### src/rtl/writer_pkg.sv
// Shared widths and the snapshot record type for the accumulator writer path.
package writer_pkg;

    localparam int DWIDTH    = 8;
    localparam int VWIDTH    = 4;
    localparam int ACC_RES_W = VWIDTH + DWIDTH + 1;

    typedef struct packed {
        logic [VWIDTH-1:0] cnt;
        logic [DWIDTH:0]   sum;
    } acc_res_t;

endpackage

### src/rtl/acc_result_fifo_if.sv
// Read-side bundle of the result FIFO. The master drives rd_valid/rd_data/level/ovf.
// A head entry moves when rd_valid && rd_ready are both high at a rising clk edge.
// rd_valid never depends on rd_ready, and rd_data is held while rd_valid && !rd_ready.
interface acc_result_fifo_if #(
    parameter int DWIDTH = writer_pkg::DWIDTH,
    parameter int VWIDTH = writer_pkg::VWIDTH,
    parameter int DEPTH  = 4
) ();

    logic                       rd_valid;
    logic                       rd_ready;
    logic [VWIDTH+DWIDTH:0]     rd_data;
    logic [$clog2(DEPTH):0]     level;
    logic                       ovf;

    modport master (
        output rd_valid,
        output rd_data,
        output level,
        output ovf,
        input  rd_ready
    );

    modport slave (
        input  rd_valid,
        input  rd_data,
        input  level,
        input  ovf,
        output rd_ready
    );

endinterface

### src/rtl/acc_res_ptr.sv
// Read/write pointers with a wrap bit. Derives full/empty from the pointers and keeps a
// registered occupancy count.
module acc_res_ptr #(
    parameter int DEPTH = 4
) (
    input  logic                   clk,
    input  logic                   rst_n,
    input  logic                   i_clear,
    input  logic                   i_push,
    input  logic                   i_pop,
    output logic [$clog2(DEPTH):0] o_wptr,
    output logic [$clog2(DEPTH):0] o_rptr,
    output logic [$clog2(DEPTH):0] o_level,
    output logic                   o_full,
    output logic                   o_empty
);

    localparam int AW = $clog2(DEPTH);
    localparam int PW = AW + 1;

    logic [PW-1:0] r_wptr;
    logic [PW-1:0] r_rptr;
    logic [PW-1:0] r_level;
    logic [PW-1:0] w_wptr_nxt;
    logic [PW-1:0] w_rptr_nxt;

    always_comb begin
        w_wptr_nxt = r_wptr;
        w_rptr_nxt = r_rptr;
        if (i_push) w_wptr_nxt = r_wptr + PW'(1);
        if (i_pop)  w_rptr_nxt = r_rptr + PW'(1);
    end

    // Level is wptr-rptr modulo 2^PW, registered in step with the pointers.
    always_ff @(posedge clk or negedge rst_n) begin
        if (!rst_n) begin
            r_wptr  <= '0;
            r_rptr  <= '0;
            r_level <= '0;
        end else if (i_clear) begin
            r_wptr  <= '0;
            r_rptr  <= '0;
            r_level <= '0;
        end else begin
            r_wptr  <= w_wptr_nxt;
            r_rptr  <= w_rptr_nxt;
            r_level <= w_wptr_nxt - w_rptr_nxt;
        end
    end

    assign o_wptr  = r_wptr;
    assign o_rptr  = r_rptr;
    assign o_level = r_level;
    assign o_empty = (r_wptr == r_rptr);
    assign o_full  = (r_wptr[AW-1:0] == r_rptr[AW-1:0]) && (r_wptr[AW] != r_rptr[AW]);

endmodule

### src/rtl/acc_result_fifo.sv
// Snapshot FIFO behind the accumulator: captures {cnt, out} on snap and drains over valid/ready.
// Build option ACC_RES_DROPCNT_EN adds a saturating 8-bit drop counter output.
module acc_result_fifo #(
    parameter int DWIDTH = writer_pkg::DWIDTH,
    parameter int VWIDTH = writer_pkg::VWIDTH,
    parameter int DEPTH  = 4
) (
    input  logic                clk,
    input  logic                rst_n,
    input  logic                clear,
    input  logic                snap,
    input  logic [DWIDTH:0]     acc_out,
    input  logic [VWIDTH-1:0]   acc_cnt,
`ifdef ACC_RES_DROPCNT_EN
    acc_result_fifo_if.master   rd_if,
    output logic [7:0]          drop_cnt
`else
    acc_result_fifo_if.master   rd_if
`endif
);

    localparam int AW = $clog2(DEPTH);
    localparam int PW = AW + 1;
    localparam int RW = VWIDTH + DWIDTH + 1;

    logic [RW-1:0] r_mem [DEPTH];
    logic [RW-1:0] r_rd_data;
    logic          r_ovf;

    logic [PW-1:0] w_wptr;
    logic [PW-1:0] w_rptr;
    logic [PW-1:0] w_level;
    logic          w_full;
    logic          w_empty;
    logic          w_push;
    logic          w_pop;
    logic          w_drop;
    logic [RW-1:0] w_din;
    logic [AW-1:0] w_rd_idx_nxt;

    assign w_din        = {acc_cnt, acc_out};
    assign w_pop        = !w_empty && rd_if.rd_ready && !clear;
    assign w_push       = snap && (!w_full || w_pop) && !clear;
    assign w_drop       = snap && w_full && !w_pop && !clear;
    assign w_rd_idx_nxt = w_rptr[AW-1:0] + AW'(1);

    acc_res_ptr #(.DEPTH(DEPTH)) u_ptr (
        .clk     (clk),
        .rst_n   (rst_n),
        .i_clear (clear),
        .i_push  (w_push),
        .i_pop   (w_pop),
        .o_wptr  (w_wptr),
        .o_rptr  (w_rptr),
        .o_level (w_level),
        .o_full  (w_full),
        .o_empty (w_empty)
    );

    always_ff @(posedge clk) begin
        if (w_push) r_mem[w_wptr[AW-1:0]] <= w_din;
    end

    // Head register: the entry after the head is still in memory unless it is being
    // written this very cycle (level 1 with a simultaneous push), then take it from the input.
    always_ff @(posedge clk or negedge rst_n) begin
        if (!rst_n) begin
            r_rd_data <= '0;
        end else if (!clear) begin
            if (w_push && w_empty) begin
                r_rd_data <= w_din;
            end else if (w_pop) begin
                if (w_level == PW'(1)) begin
                    if (w_push) r_rd_data <= w_din;
                end else begin
                    r_rd_data <= r_mem[w_rd_idx_nxt];
                end
            end
        end
    end

    always_ff @(posedge clk or negedge rst_n) begin
        if (!rst_n)      r_ovf <= 1'b0;
        else if (clear)  r_ovf <= 1'b0;
        else if (w_drop) r_ovf <= 1'b1;
    end

`ifdef ACC_RES_DROPCNT_EN
    logic [7:0] r_drop_cnt;

    always_ff @(posedge clk or negedge rst_n) begin
        if (!rst_n)                                 r_drop_cnt <= '0;
        else if (clear)                             r_drop_cnt <= '0;
        else if (w_drop && (r_drop_cnt != 8'hFF))   r_drop_cnt <= r_drop_cnt + 8'd1;
    end

    assign drop_cnt = r_drop_cnt;
`endif

    assign rd_if.rd_valid = !w_empty;
    assign rd_if.rd_data  = r_rd_data;
    assign rd_if.level    = w_level;
    assign rd_if.ovf      = r_ovf;

endmodule

### src/flat_wrapper.sv
// flat-port wrapper written by rule: the top's interface ports become plain ports
module acc_result_fifo_flat 
#(
    parameter int DWIDTH = writer_pkg::DWIDTH,
    parameter int VWIDTH = writer_pkg::VWIDTH,
    parameter int DEPTH  = 4
)
  (clk, rst_n, clear, snap, acc_out, acc_cnt, rd_if_rd_valid, rd_if_rd_data, rd_if_level, rd_if_ovf, rd_if_rd_ready);
  acc_result_fifo_if #(.DWIDTH(DWIDTH), .VWIDTH(VWIDTH), .DEPTH(DEPTH)) rd_if_i ();
  input  logic clk;
  input  logic rst_n;
  input  logic clear;
  input  logic snap;
  input  logic [DWIDTH:0] acc_out;
  input  logic [VWIDTH-1:0] acc_cnt;
  output wire logic [$bits(rd_if_i.rd_valid)-1:0] rd_if_rd_valid;
  output wire logic [$bits(rd_if_i.rd_data)-1:0] rd_if_rd_data;
  output wire logic [$bits(rd_if_i.level)-1:0] rd_if_level;
  output wire logic [$bits(rd_if_i.ovf)-1:0] rd_if_ovf;
  input wire logic [$bits(rd_if_i.rd_ready)-1:0] rd_if_rd_ready;
  assign rd_if_rd_valid = rd_if_i.rd_valid;
  assign rd_if_rd_data = rd_if_i.rd_data;
  assign rd_if_level = rd_if_i.level;
  assign rd_if_ovf = rd_if_i.ovf;
  assign rd_if_i.rd_ready = rd_if_rd_ready;
  acc_result_fifo #(.DWIDTH(DWIDTH), .VWIDTH(VWIDTH), .DEPTH(DEPTH)) u_core (.clk(clk), .rst_n(rst_n), .clear(clear), .snap(snap), .acc_out(acc_out), .acc_cnt(acc_cnt), .rd_if(rd_if_i));
endmodule
### config.mk
export PLATFORM = sky130hd
export DESIGN_NAME = acc_result_fifo_flat
export DESIGN_NICKNAME = d
export VERILOG_FILES = /design/src/rtl/writer_pkg.sv /design/src/rtl/acc_result_fifo_if.sv /design/src/rtl/acc_res_ptr.sv /design/src/rtl/acc_result_fifo.sv /design/src/flat_wrapper.sv
export SDC_FILE = /design/constraint.sdc
export NUM_CORES = 1
export LEC_CHECK = 0
export CAP_MARGIN = 5
export CELL_PAD_IN_SITES_DETAIL_PLACEMENT = 1
export CELL_PAD_IN_SITES_GLOBAL_PLACEMENT = 1
export CORE_MARGIN = 5
export CORE_UTILIZATION = 50
export CTS_BUF_LIST = sky130_fd_sc_hd__clkbuf_16
export CTS_CLUSTER_DIAMETER = 150
export DETAILED_ROUTE_END_ITERATION = 16
export PLACE_DENSITY_LB_ADDON = 0.25
export REMOVE_ABC_BUFFERS = 1
export SYNTH_ARGS = -nofsm -noshare
export SYNTH_HDL_FRONTEND = slang
export SYNTH_SLANG_ARGS = --single-unit
export TNS_END_PERCENT = 10
### constraint.sdc
create_clock -name clk -period 6.7 [get_ports clk]
set_input_delay 0.67 -clock clk [delete_from_list [all_inputs] [get_ports clk]]
set_output_delay 0.67 -clock clk [all_outputs]
set_load 0.01 [all_outputs]
Yosys cells after proc, flatten, opt, wreduce, memory -nomap -nowiden
Memory sizes are Yosys's and may differ from the RTL's.
Index checks and enable logic that the tools add are counted.
{ "totals": {"regBits": 23, "ram_bits": 52, "input_bits": 18, "out_inout_bits": 18, "word_cells": 46, "memories": 1} }
{ "mem_list": {"columns": ["name", "words", "word_bits", "read_ports", "rd_ports_with_merged_regs", "wr", "line", "source"], "rows": [
  ["u_core.r_mem", 4, 13, 1, 0, 1, "acc_result_fifo.sv:26", "logic [RW-1:0] r_mem [DEPTH];"]
]} }
{ "classes": {"n_addsub": 4, "n_eq_ne": 5, "n_mux": 13, "n_bitwise": 1, "n_reduce_logical": 17} }
{ "ops": {"columns": ["op", "n"], "rows": [
  ["13-bit 2-to-1 mux", 4],
  ["3-bit 2-to-1 mux", 5],
  ["1-bit logical AND", 9],
  ["3-bit by 1-bit adder with 3-bit output (second input constant)", 2],
  ["1-bit logical NOT", 4],
  ["1-bit 2-to-1 mux", 4],
  ["2-bit nonzero test", 2],
  ["3-bit by 1-bit equality test with 1-bit output (second input constant)", 1],
  ["3-bit equality test", 1],
  ["3-bit by 1-bit inequality test with 1-bit output (second input constant)", 1],
  ["3-bit AND reduction", 1],
  ["3-bit subtractor", 1],
  ["2-bit by 1-bit adder with 2-bit output (second input constant)", 1],
  ["2-bit equality test", 1],
  ["1-bit logical OR", 1],
  ["1-bit inequality test", 1],
  ["1-bit NOT", 1]
]} }

Logic depth before layout (Yosys ltp)
{ "depth": {"ltp_word": 11, "mapped_depth": 10, "depth_no_buf": 9} }

Hierarchy
Synthesis repeated with hierarchy kept, for this count alone.
{ "hier_totals": {"cells_unflattened": 203, "area_unflattened_um2": 3169.3} }
{ "modules_own_cells": {"columns": ["module", "instances", "cells_each", "area_each_um2", "seq_area_each_um2"], "rows": [
  ["acc_result_fifo", 1, 161, 2698.8, 1911.8],
  ["acc_res_ptr", 1, 42, 470.5, 225.2]
]} }

Worst setup path before layout
OpenSTA, ideal clock, no wires.
{ "synth_timing": {"path_kind": "input to register", "startpoint": "input port rd_if_rd_ready", "endpoint": "register u_core.u_ptr.r_level[2] (netlist: u_core.u_ptr.o_level[2])", "setup_time_ps": 125, "arrival_ps": 2535, "t_required_ps": 6575, "setup_slack_ps": 4040, "path_stages": 9, "path_buffers": 0, "path_cell_list": "clkinv_1 -> a311oi_2 -> xor2_1 -> ha_1 -> inv_1 -> fa_1 -> xnor2_1 -> xnor2_1 -> mux2_2"} }
{ "synth_via": {"elab_chain_len": 8, "elab_cells_between_ends": 9, "classes_between": "add/sub: 1; mux: 3; reduce/logical: 5"} }
{ "synth_lines": {"columns": ["item", "line", "source"], "rows": [
  ["start: declaration", "flat_wrapper.sv:20", "input wire logic [$bits(rd_if_i.rd_ready)-1:0] rd_if_rd_ready;"],
  ["1-bit logical AND (*) (2 in series)", "acc_result_fifo.sv:42", "assign w_pop = !w_empty && rd_if.rd_ready && !clear;"],
  ["1-bit logical OR", "acc_result_fifo.sv:43", "assign w_push = snap && (!w_full || w_pop) && !clear;"],
  ["1-bit logical AND (2 in series)", "acc_result_fifo.sv:43", null],
  ["3-bit 2-to-1 mux", "acc_res_ptr.sv:30", "if (i_push) w_wptr_nxt = r_wptr + PW'(1);"],
  ["3-bit subtractor (*)", "acc_res_ptr.sv:47", "r_level <= w_wptr_nxt - w_rptr_nxt;"],
  ["3-bit 2-to-1 mux (*)", "acc_res_ptr.sv:40", "end else if (i_clear) begin"],
  ["end signal: assignment", "acc_res_ptr.sv:47", null],
  ["end: declaration", "acc_res_ptr.sv:23", "logic [PW-1:0] r_level;"]
]} }
Every way passes the cells marked *; elsewhere a longest branch is shown, timed or not.
A chain may end at the register's enable or synchronous reset.

Worst setup path after layout
{ "layout_timing": {"startpoint": "register u_core.u_ptr.r_rptr[0] (netlist: u_core.u_ptr.o_rptr[0])", "endpoint": "register u_core.u_ptr.r_level[2] (netlist: u_core.u_ptr.o_level[2])"} }
{ "layout_via": {"elab_chain_len": 10, "elab_cells_between_ends": 15, "classes_between": "add/sub: 2; eq/ne: 2; mux: 3; reduce/logical: 8"} }
{ "layout_lines": {"columns": ["item", "line", "source"], "rows": [
  ["start: declaration", "acc_res_ptr.sv:22", "logic [PW-1:0] r_rptr;"],
  ["start signal: assignment", "acc_res_ptr.sv:46", "r_rptr <= w_rptr_nxt;"],
  ["3-bit equality test", "acc_res_ptr.sv:54", "assign o_empty = (r_wptr == r_rptr);"],
  ["1-bit logical NOT", "acc_result_fifo.sv:42", null],
  ["1-bit logical AND (2 in series)", "acc_result_fifo.sv:42", null],
  ["1-bit logical OR", "acc_result_fifo.sv:43", null],
  ["1-bit logical AND (2 in series)", "acc_result_fifo.sv:43", null],
  ["3-bit 2-to-1 mux", "acc_res_ptr.sv:30", null],
  ["3-bit subtractor (*)", "acc_res_ptr.sv:47", null],
  ["3-bit 2-to-1 mux (*)", "acc_res_ptr.sv:40", null]
]} }
Marked as above.

==> flow_summary.ini <==
[drt]
finalWirelength_microns = 6719
drc_errors = 0
routedWlPerCell_microns = 22.62
dr.pass1.iters = 4
drt_iter0_markers = 50
vias = 1668
ant_nets = 0
routed_via_density = 5.616

[timing]
period_share_pct = 51.15
rsz0062_at_grt = no
slew_viol_final = 0
worst_pin_slew_ns = 1.053
relSlewSlack_pct = 29.77
setup_viol = 0
fin_worst_skew_ns = 0.003118
post-route-min-period_ns = 3.427
fmax_mhz = 291.8
fin_setup_tns_ns = 0
hold_viol = 0

[cts]
cts-resized-gates = 0
cts_root_buf = clkbuf_16
htreeDepth = 3
clk_latency_ns = 0.33
cts_buffers = 9
post-cts-setup-buffers = 0
clkTransAtPathRegs_ns = 0.06
clk_path_buf_depth = 2
cts_tree = built
cts.sinks = 75
cts_hold_buf = 0

[pwr]
cellPowerDensity_mw_per_mm2 = 328.6
p_leak_nw = 1.486
total_power_mw = 1.319
ir_worst_vdd_uv = 202.8

[worst_setup_path]
cp_slowest_cell = dfrtp_1
endpoint_kind = flip-flop
worst-setup-path-type = flip-flop to flip-flop
critPathBufInv = 1
cp_data_required_time_ns = 6.91
arrival_ns = 3.64
cp-start-kind = flip-flop
cp_common_cell = xnor2_1
critPathTopFamily = flip-flops
cpPeakStageDelay_ns = 1.04
path_max_fanout = 16
cp_cell_sequence = xnor2_4, a311oi_2, xor2_1, ha_1, inv_1, fa_1, xnor2_1, xnor2_1, mux2_2

[yosys]
yosysSeqAreaShare_pct = 65.12
syn_area_sq_mm = 0.003282
ys_warn_count = 0
ys_types = 32
avgSynthCellArea_sq_um = 18.97
yosys_register_bits = 75
synthCells = 173

[global_route]
antenna_found_initial = 0
gr-usage-all-layers_pct = 17.41
grt_pass1_vias = 1953
grt_first_pass_wirelength_microns = 10860
grt-ovfl-total = 0
grt_max_degree = 24

[die]
die_y_microns = 91.02
ios = 36
core_area_sq_mm = 0.006350
start_util_pct = 51.68
row_count = 29
die_w_microns = 91.02
dieArea_sq_mm = 0.008284

[run]
cap_viol_max_count = 0

[place]
io_buffers = 35
hpwl_microns = 4257
gp_congestion = 0.8175
placed_cell_area_sq_mm = 0.003697

[run_status]
status = complete, no violations

[worst_hold_path]
worst_hold_path_type = flip-flop to flip-flop

[layout]
design_area_sq_mm = 0.004015
area_delta_synth_final_pct = 22.34
antenna_cells = 0
drive_gt1_share_pct = 28.18
final_nets = 240
==> cell usage in the layout, fill, tap and decap left out, drive strengths merged, types with 2 or more instances in the layout <==
cell type	instances
nand2	4
nor2	8
buf	2
mux4	13
mux2	27
ha	6
bufinv	2
clkinvlp	2
clkbuf	9
inv	5
xnor2	6
dfrtp	23
clkinv	4
edfxtp	52
and2	5
a41oi	2
clkdlybuf4s50	35
xor2	4
a21oi	2
==> path summary, 6_finish.rpt <==
kind,slack [ns],endpoint,startpoint,cells after the start
worst max-delay path,3.27,u_core.u_ptr.o_level[2],u_core.u_ptr.o_rptr[0],9
worst max register to register,3.27,u_core.u_ptr.o_level[2],u_core.u_ptr.o_rptr[0],9
min in group asynchronous,0.72,u_core.rd_if.rd_data[1],rst_n,2
max in group asynchronous,5.71,u_core.rd_if.rd_data[4],rst_n,2
worst min-delay path,0.51,u_core.rd_if.rd_data[4],u_core.rd_if.rd_data[4],1
worst min register to register,0.51,u_core.rd_if.rd_data[4],u_core.rd_if.rd_data[4],1
==> per-stage QoR <==
stage	cells	worst slack, ns	utilization [%]	hold slack (ns)
5_1_grt	297	2.992	63.23	0.5299
3_5_place_dp	281	3.053	58.23	0.4976
6_report	297	3.273	63.23	0.5050
3_3_place_gp	281	3.211	58.23	0.4915
4_1_cts	297	3.161	63.23	0.5110
2_1_floorplan	167	3.704	-	0.3744
==> per-layer routing <==
metal	GRT usage [%]	part of all wire (%)	wire (microns)	vias to the layer above
li1	-	-	-	745
met1	21.37	41	2778	873
met2	29.33	53	3570	39
met3	3.719	3.4	226	11
met4	8.313	2.1	143	0
met5	0	0	0	-
==> flip-flops by register name, indices dropped and copies added (netlist names) <==
register / cells
u_core.rd_if.rd_data: 13
u_core.rd_if.ovf: 1
u_core.u_ptr.o_wptr: 3
u_core.u_ptr.o_rptr: 3
u_core.r_mem: 52
u_core.u_ptr.o_level: 3
==> final cells by class <==
type	instances	area (sq um)
clock inverters	7	92.59
multi-input cells	86	1076
repair buffers	37	365.4
inverters	6	22.52
fillers	555	2335
flip-flops and latches	75	2137
clock buffers	9	225.2
well taps	77	96.34
==> Yosys cell counts <==
cell type  number  area, sq um
a211oi_2        1        12.51
a21oi_1         2        10.01
a311oi_2        1        15.01
a41oi_1         1        8.760
a41oi_2         1        16.27
and2_1          5        31.28
buf_1           1        3.750
buf_2           1        5.000
buf_6           3        33.78
clkbuf_1        1        3.750
clkinv_1        1        3.750
dfrtp_1        23        575.6
edfxtp_1       52         1562
fa_1            1        20.02
ha_1            6        75.07
inv_1           5        18.77
mux2_1          3        33.78
mux2_2          7        78.83
mux2_4         17        255.2
mux2i_1         1        10.01
mux4_2         13        292.8
nand2_1         4        15.01
nand2b_1        1        6.260
nand3_4         1        17.52
nor2_1          8        30.03
nor2b_1         1        6.260
o21a_4          1        15.01
o21ai_1         1        5.000
xnor2_1         3        26.28
xnor2_2         2        32.53
xnor2_4         1        27.53
xor2_1          4        35.03
==> report_power, final <==
group	switching [mW]	internal, mW
Clock	0.183	0.324
Combinational	0.0952	0.150
Sequential	0.0273	0.540
Total	0.306	1.01
==> logic make-up after synthesis <==
group,after synthesis,share of synthesized area (%)
muxes,41,20.43
adders and majority gates,7,2.897
xor gates and xnor gates,10,3.698
and+or+nand+nor,20,3.241
buffers and inverters,12,2.096
DFF,75,65.12
AOI/OAI and AO/OA,8,2.516
Power figures use the tool's default switching activity.
